### config.mk
export PLATFORM = sky130hd
export DESIGN_NAME = spi_flash_sr_responder
export DESIGN_NICKNAME = d
export VERILOG_FILES = /design/src/rtl/spi_flash_sr_responder.sv
export SDC_FILE = /design/constraint.sdc
export NUM_CORES = 1
export LEC_CHECK = 0
export CORE_AREA = 2 2 99 77
export DETAILED_ROUTE_END_ITERATION = 16
export DIE_AREA = 0 0 101 79
export DONT_BUFFER_PORTS = 1
export PLACE_DENSITY_LB_ADDON = 0.05
export SLEW_MARGIN = 0
export SYNTH_ARGS = -nofsm -noshare
export SYNTH_HDL_FRONTEND = slang
export SYNTH_SLANG_ARGS = --single-unit
### constraint.sdc
create_clock -name ACLK -period 2.7 [get_ports ACLK]
set_input_delay 0.675 -clock ACLK [delete_from_list [all_inputs] [get_ports ACLK]]
set_output_delay 0.675 -clock ACLK [all_outputs]
set_load 0.02 [all_outputs]
### src/rtl/spi_flash_sr_responder.sv
// SPI NOR status-register responder that answers RDSR, WREN and WRDI on the ACLK domain.
// It also emulates a program/erase busy window that is started by busy_req.
module spi_flash_sr_responder #(
    parameter int unsigned BUSY_CYCLES = 64,
    parameter logic [5:0]  SR_UPPER    = 6'b000000
) (
    input  logic       ACLK,
    input  logic       ARESETn,
    input  logic       CS,
    input  logic       CLOCK,
    input  logic       IO0,
    output logic       io1_out,
    output logic       io1_oe,
    input  logic       busy_req,
    output logic [7:0] status_reg,
    output logic       cmd_strobe,
    output logic [7:0] cmd_code
);
    localparam int unsigned CNT_W   = 16;
    localparam logic [7:0]  OP_RDSR = 8'h05;
    localparam logic [7:0]  OP_WREN = 8'h06;
    localparam logic [7:0]  OP_WRDI = 8'h04;

    typedef enum logic [1:0] {IDLE, CMD, RDSR_OUT, IGNORE} state_t;

    state_t           state, state_d;
    logic             clk_q;
    logic             rise_c, fall_c;
    logic [2:0]       bit_cnt, bit_cnt_d;
    logic [7:0]       opcode, opcode_d;
    logic [7:0]       snap, snap_d;
    logic [7:0]       cmd_code_d;
    logic             pend, pend_d;
    logic             armed, armed_d;
    logic             wel, wel_d;
    logic             wip, wip_d;
    logic             io1_out_d, io1_oe_d, cmd_strobe_d;
    logic [CNT_W-1:0] busy_cnt, busy_cnt_d;
    logic             busy_done_c;

    assign rise_c     = CLOCK & ~clk_q;
    assign fall_c     = ~CLOCK & clk_q;
    assign status_reg = {SR_UPPER, wel, wip};

    // Busy window: a new request always wins over expiry of the old one
    always_comb begin
        busy_cnt_d = busy_cnt;
        if (busy_req) begin
            busy_cnt_d = CNT_W'(BUSY_CYCLES);
        end else if (busy_cnt != '0) begin
            busy_cnt_d = busy_cnt - CNT_W'(1);
        end
        busy_done_c = (busy_cnt == CNT_W'(1)) && !busy_req;
        wip_d       = (busy_cnt_d != '0);
    end

    // Next-state and registered-output logic for the command FSM
    always_comb begin
        state_d      = state;
        bit_cnt_d    = bit_cnt;
        opcode_d     = opcode;
        snap_d       = snap;
        pend_d       = pend;
        armed_d      = armed | CS;
        wel_d        = wel;
        cmd_code_d   = cmd_code;
        cmd_strobe_d = 1'b0;
        io1_out_d    = 1'b0;
        io1_oe_d     = 1'b0;

        if (CS) begin
            state_d   = IDLE;
            bit_cnt_d = '0;
            if (state == IGNORE && pend && !wip) begin
                cmd_strobe_d = 1'b1;
                cmd_code_d   = opcode;
                wel_d        = (opcode == OP_WREN);
            end
        end else begin
            unique case (state)
                IDLE: begin
                    bit_cnt_d = '0;
                    pend_d    = 1'b0;
                    // After reset, a transfer already in progress is not joined
                    if (armed) begin
                        state_d = CMD;
                    end
                end
                CMD: begin
                    if (rise_c) begin
                        opcode_d  = {opcode[6:0], IO0};
                        bit_cnt_d = bit_cnt + 3'd1;
                        if (bit_cnt == 3'd7) begin
                            state_d = IGNORE;
                            if (opcode_d == OP_RDSR) begin
                                cmd_strobe_d = 1'b1;
                                cmd_code_d   = OP_RDSR;
                                state_d      = RDSR_OUT;
                            end else if (opcode_d == OP_WREN || opcode_d == OP_WRDI) begin
                                pend_d = 1'b1;
                            end else begin
                                pend_d = 1'b0;
                            end
                        end
                    end
                end
                RDSR_OUT: begin
                    io1_out_d = io1_out;
                    if (fall_c) begin
                        bit_cnt_d = bit_cnt + 3'd1;
                        if (bit_cnt == 3'd0) begin
                            io1_out_d = status_reg[7];
                            snap_d    = {status_reg[6:0], 1'b0};
                        end else begin
                            io1_out_d = snap[7];
                            snap_d    = {snap[6:0], 1'b0};
                        end
                    end
                end
                IGNORE: begin
                    if (rise_c) begin
                        pend_d = 1'b0;
                    end
                end
                default: state_d = IDLE;
            endcase
        end

        if (busy_done_c) begin
            wel_d = 1'b0;
        end
        io1_oe_d = (state_d == RDSR_OUT);
    end

    always_ff @(posedge ACLK or negedge ARESETn) begin
        if (!ARESETn) begin
            state      <= IDLE;
            clk_q      <= 1'b0;
            bit_cnt    <= '0;
            opcode     <= '0;
            snap       <= '0;
            pend       <= 1'b0;
            armed      <= 1'b0;
            wel        <= 1'b0;
            wip        <= 1'b0;
            busy_cnt   <= '0;
            io1_out    <= 1'b0;
            io1_oe     <= 1'b0;
            cmd_strobe <= 1'b0;
            cmd_code   <= 8'h00;
        end else begin
            state      <= state_d;
            clk_q      <= CLOCK;
            bit_cnt    <= bit_cnt_d;
            opcode     <= opcode_d;
            snap       <= snap_d;
            pend       <= pend_d;
            armed      <= armed_d;
            wel        <= wel_d;
            wip        <= wip_d;
            busy_cnt   <= busy_cnt_d;
            io1_out    <= io1_out_d;
            io1_oe     <= io1_oe_d;
            cmd_strobe <= cmd_strobe_d;
            cmd_code   <= cmd_code_d;
        end
    end
endmodule

# ---- Word-level counts from Yosys, hierarchy flattened
# Cells that the tools add are included.
# Widths: inputs -> output; s select.
dict set report op_classes {
  muxes 38
  n_bitwise 6
  eq_ne 17
  add_sub_neg 2
  reduce_logical 24
}
# op n
set ops {}
lappend ops {{$mux 8} 7}
lappend ops {{$eq 8x3->1 const B} 4}
lappend ops {{$mux 16} 2}
lappend ops {{$reduce_bool 16->1} 2}
lappend ops {{$mux 1} 19}
lappend ops {{$eq 16x1->1 const B} 1}
lappend ops {{$sub 16x1->16 const B} 1}
lappend ops {{$reduce_bool 2->1} 6}
lappend ops {{$mux 3} 3}
lappend ops {{$pmux 3 s3} 1}
lappend ops {{$reduce_and 3->1} 3}
lappend ops {{$mux 2} 4}
lappend ops {{$ne 2x2->1 const B} 4}
lappend ops {{$eq 2x2->1 const B} 3}
lappend ops {{$ne 3x3->1 const B} 2}
lappend ops {{$reduce_and 6->1} 1}
lappend ops {{$reduce_and 5->1} 1}
lappend ops {{$pmux 2 s2} 1}
lappend ops {{$reduce_bool 4->1} 1}
lappend ops {{$add 3x1->3 const B} 1}
lappend ops {{$eq 3x3->1 const B} 1}
lappend ops {{$logic_and 1x1->1} 3}
lappend ops {{$logic_not 3->1} 1}
lappend ops {{$not 1->1} 3}
lappend ops {{10 further kinds} 12}
dict set report word_totals {
  reg_bits 53
  word_cells 101
  out_inout_bits 19
}

# ---- Logic depth before layout (Yosys ltp)
dict set report logic_depth {
  depth_word 7
  mapped_depth 9
  ltp_nobuf 8
}

# ---- Worst setup path after synthesis
# No wires, ideal clock.
dict set report synth_path {
  path_type {flip-flop to flip-flop}
  from {register busy_cnt[0]}
  to {register wip}
  stages_incl_launch_ff 9
  setup_slack_ns 0.062
  arrival_time_ns 2.500
  required_time_ns 2.562
  cell_sequence {dfrtp_1 > inv_1 > ha_1 > or3b_2 > nor4_1 > mux2i_1 > and2_1 > nand4_1 > or4_1}
}
dict set report synth_via {
  elab_chain_len 4
  elab_cells_between_ends 5
  cone_classes {1 x add/sub; 2 x mux; 2 x reduce/logical}
}
# element line_no
set synth_rtl {}
lappend synth_rtl {{start, declared} 38} ;# logic [CNT_W-1:0] busy_cnt, busy_cnt_d;
lappend synth_rtl {{start signal, assigned} 161} ;# busy_cnt <= busy_cnt_d;
lappend synth_rtl {{$sub 16x1->16 / $reduce_bool 16->1 (equally long branches)} {51, 50}}
lappend synth_rtl {{$mux 16 (*)} 50} ;# end else if (busy_cnt != '0) begin
lappend synth_rtl {{$mux 16 (*)} 48} ;# if (busy_req) begin
lappend synth_rtl {{$reduce_bool 16->1 (*)} 54} ;# wip_d = (busy_cnt_d != '0);
lappend synth_rtl {{named net wip_d} 36} ;# logic wip, wip_d;
lappend synth_rtl {{end signal, assigned} 160} ;# wip <= wip_d;
lappend synth_rtl {{end, declared} 36}
# The timed path passes the listed nets; every way through them passes the cells marked *.
# A chain may end at the register's enable or synchronous reset.

# ---- Worst setup path in the final report
dict set report layout_path {
  from {register busy_cnt[7]}
  to {register wip}
}
# Same word-level chain as after synthesis.

==> impl_metrics.csv <==
group,metric,value,unit
logic_synthesis,synth_area,2730,um2
sta,maxSlewHeadroom,0.592,
cts,htree_levels,2,
power_and_ir_drop,clkPwrFrac,0.195,
sta,setup_viol,0,
status,outcome,"finished clean",
worst_setup_path,crit_path_start,"busy_cnt[7]$_DFF_PN0_",
route,drc_errors,0,
cts,cts.sinks,52,
route,totalWireLength,5.98,mm
cells_and_area,drive_gt1_frac,0.156,
sta,hold_viol_final,0,
floorplanning,pin_count,25,
logic_synthesis,yosysSeqAreaShare,0.478,
logic_synthesis,ys_ff_latch,52,
power_and_ir_drop,sw_frac_of_total,0.379,
global_route,grt_first_pass_wirelength,9.94,mm
worst_setup_path,timing.rr.start,"busy_cnt[7]$_DFF_PN0_",
logic_synthesis,async_reset_ff_frac,1.00,
cts,cts_tree,"done",
global_route,gr-total-overflow,0,
worst_setup_path,end_kind,"flip-flop",
global_route,grt_max_degree,53,
power_and_ir_drop,netSwitchingPower,920,uW
route,drtIter0Drc,103,
global_route,antenna_found_initial,0,
sta,tightestPinTransition,0.612,ns
worst_setup_path,critPathLaunchType,"flip-flop",
route,wl_per_cell,15.7,um
sta,finalCritPeriodShare,0.941,
floorplanning,die-area,7980,um2
logic_synthesis,postSynthCellCount,282,
sta,max_freq,393,MHz
logic_synthesis,yosysMostFrequentCell,"dfrtp_1",
cells_and_area,n_antenna_cell,0,
power_and_ir_drop,pwr-share-comb,0.401,
cells_and_area,final_net_count,309,
floorplanning,core.rowCount,27,
sta,slew_violations,0,
power_and_ir_drop,p_int,1.51,mW
placed_design,numPortBuffers,0,
cts,clock_path_buffers,2,
logic_synthesis,synth_area_leaders,"dfrtp_1 48%, ha_1 4.6%, nor2_1 4.3%, nand2_1 4.1%, mux2_2 3.7%",
floorplanning,start_util,0.384,
route,dr.pass1.iters,4,
floorplanning,die_h,79,um
power_and_ir_drop,power.density,812,nW/um2
run,drv_cap,0,
logic_synthesis,synth_common_cells,"52 x dfrtp_1, 31 x nor2_1, 30 x nand2_1",
worst_setup_path,cp.required,2.88,ns
power_and_ir_drop,seqPwrFrac,0.405,
logic_synthesis,syn_avg_cell_area,9.66,um2
power_and_ir_drop,ir_drop,0.000417,V
floorplanning,core-area,7090,um2
logic_synthesis,synth_flop_cell,"dfrtp_1",
worst_setup_path,crit_type,"flip-flop to flip-flop",
global_route,first_global_vias,1896,
worst_setup_path,arrival,2.72,ns
logic_synthesis,synth_top_area_share,0.478,
cts,cts_hold_buf,0,
logic_synthesis,ys.warnings.count,0,
route,via_per_inst,5.28,
placed_design,place_area,2870,um2
cells_and_area,fin_area,2990,um2
route,vias,2013,
sta,finClkSkew,0.00578,ns
placed_design,gp_congestion,0.811,
cts,numCtsBuffers,5,
global_route,track_usage,0.158,
power_and_ir_drop,p_leak,1.34,nW
placed_design,dp_hpwl,4.28,mm
hold_path,hp-class,"input pin to asynchronous set/reset pin",
logic_synthesis,yosysTopAreaCell,"dfrtp_1",
logic_synthesis,synth_edf_count,0,
logic_synthesis,synthDistinctLibCells,45,
cts,cts.clk_slew.worst_paths,0.10,ns
sta,min_period,2.54,ns
cts,clock_latency,0.30,ns
sta,setup_tns,0,ns
sta,rsz0062_at_grt,"no",
worst_setup_path,cp_max_fo,5,
route,ant_nets,0,
cts,clock-root-buffer,"clkbuf_8",
floorplanning,die_w,101,um
cells_and_area,syn_to_final_growth,9.69,%
-- cell usage in the layout, fill, tap and decap left out, types with 3 or more instances in the layout --
cell type,Yosys,final
dfrtp_1,52,52
nand2b_1,4,4
ha_1,10,10
nand4_1,6,6
o21ai_0,11,11
conb_1,1,6
mux2_2,9,9
mux2i_1,4,4
or2_2,4,4
o211ai_1,3,3
nor4b_1,3,3
xnor2_1,5,5
or4_1,5,5
a211oi_1,3,3
buf_4,8,18
o31ai_1,3,3
a22o_1,6,6
nand3_1,9,9
nand3b_1,3,3
nand2_1,30,30
nor2_1,31,31
inv_1,10,9
clkbuf_8,0,6
nor4_1,9,8
a21oi_1,16,16
-- worst paths after layout --
path / to / slack [ns] / cells after the start
min: busy_cnt[6]$_DFF_PN0_ / 0.06 / 0
min reg2reg: armed$_DFF_PN0_ / 0.47 / 1
min in group ACLK: clk_q$_DFF_PN0_ / 0.39 / 0
max: wip$_DFF_PN0_ / 0.16 / 6
max in group asynchronous: busy_cnt[14]$_DFF_PN0_ / 2.53 / 0
max reg2reg: wip$_DFF_PN0_ / 0.16 / 6
-- cells by family (layout without fill, tap and decap cells) --
logic type               Yosys count  count (layout)  synth area share
AND/OR/NAND/NOR                  121             121             0.233
flip-flops                        52              52             0.478
AO/OA/AOI/OAI                     50              50             0.116
buffers and inverters             29              36            0.0556
multiplexers                      13              13            0.0519
adder cells (fa/ha/maj)           10              10            0.0459
XOR/XNOR                           6               6            0.0193
other                              1               6           0.00138
-- worst max-delay path: stages (launching register included) --
cell and delay [ns]:
dfrtp_1 0.44, or4_1 0.63, nor4_1 0.35, mux2i_1 0.26
and2_1 0.15, nand4_1 0.08, or4_1 0.50
-- layout make-up --
type	instances	area (um2)
timing repair buffer	18	135
fill	705	4110
inverter	10	37.5
multi-input combinational	206	1310
tap	87	109
clock buffer	6	82.6
clock inverter	2	15.0
sequential	52	1300
-- sequential cells by signal (all words and copies together), names as in the netlist --
register    count
armed           1
pend            1
cmd_code        8
io1_out         1
wip             1
opcode          8
snap            7
wel             1
state           2
clk_q           1
io1_oe          1
bit_cnt         3
cmd_strobe      1
busy_cnt       16
-- power by group through the flow --
stage               Sequential (mW)  Combinational, mW  Clock [mW]
finish                        0.982              0.972       0.472
global route                   1.00               1.08       0.540
CTS                           0.981              0.928       0.497
detailed placement            0.995              0.925           0
global placement              0.997              0.937           0
floorplan                     0.966              0.648           0
-- metal layers --
layer	routed length, um	vias up	track usage
li1	-	1008	-
met1	3380	967	0.262
met2	2290	33	0.205
met3	254	5	0.0352
met4	44	0	0.0324
met5	0	-	0
-- metrics by stage --
stage	util	total power, mW	hold slack (ns)	setup WS, ns	std cells
after global routing	0.421	2.62	0.0224	0.00374	381
after global placement	0.404	1.93	0.381	0.147	372
after floorplan	-	1.61	0.379	0.0616	287
final	0.421	2.43	0.0566	0.158	381
after CTS	0.418	2.41	0.0406	0.0503	380
after detailed placement	0.404	1.92	0.381	0.0751	372
-- repair_timing --
item / CTS / global route
setup buffers: 0 / 1
setup endpoints to repair: 0 / 1
resized for setup: 0 / 4
Power figures use the tool's default switching activity.
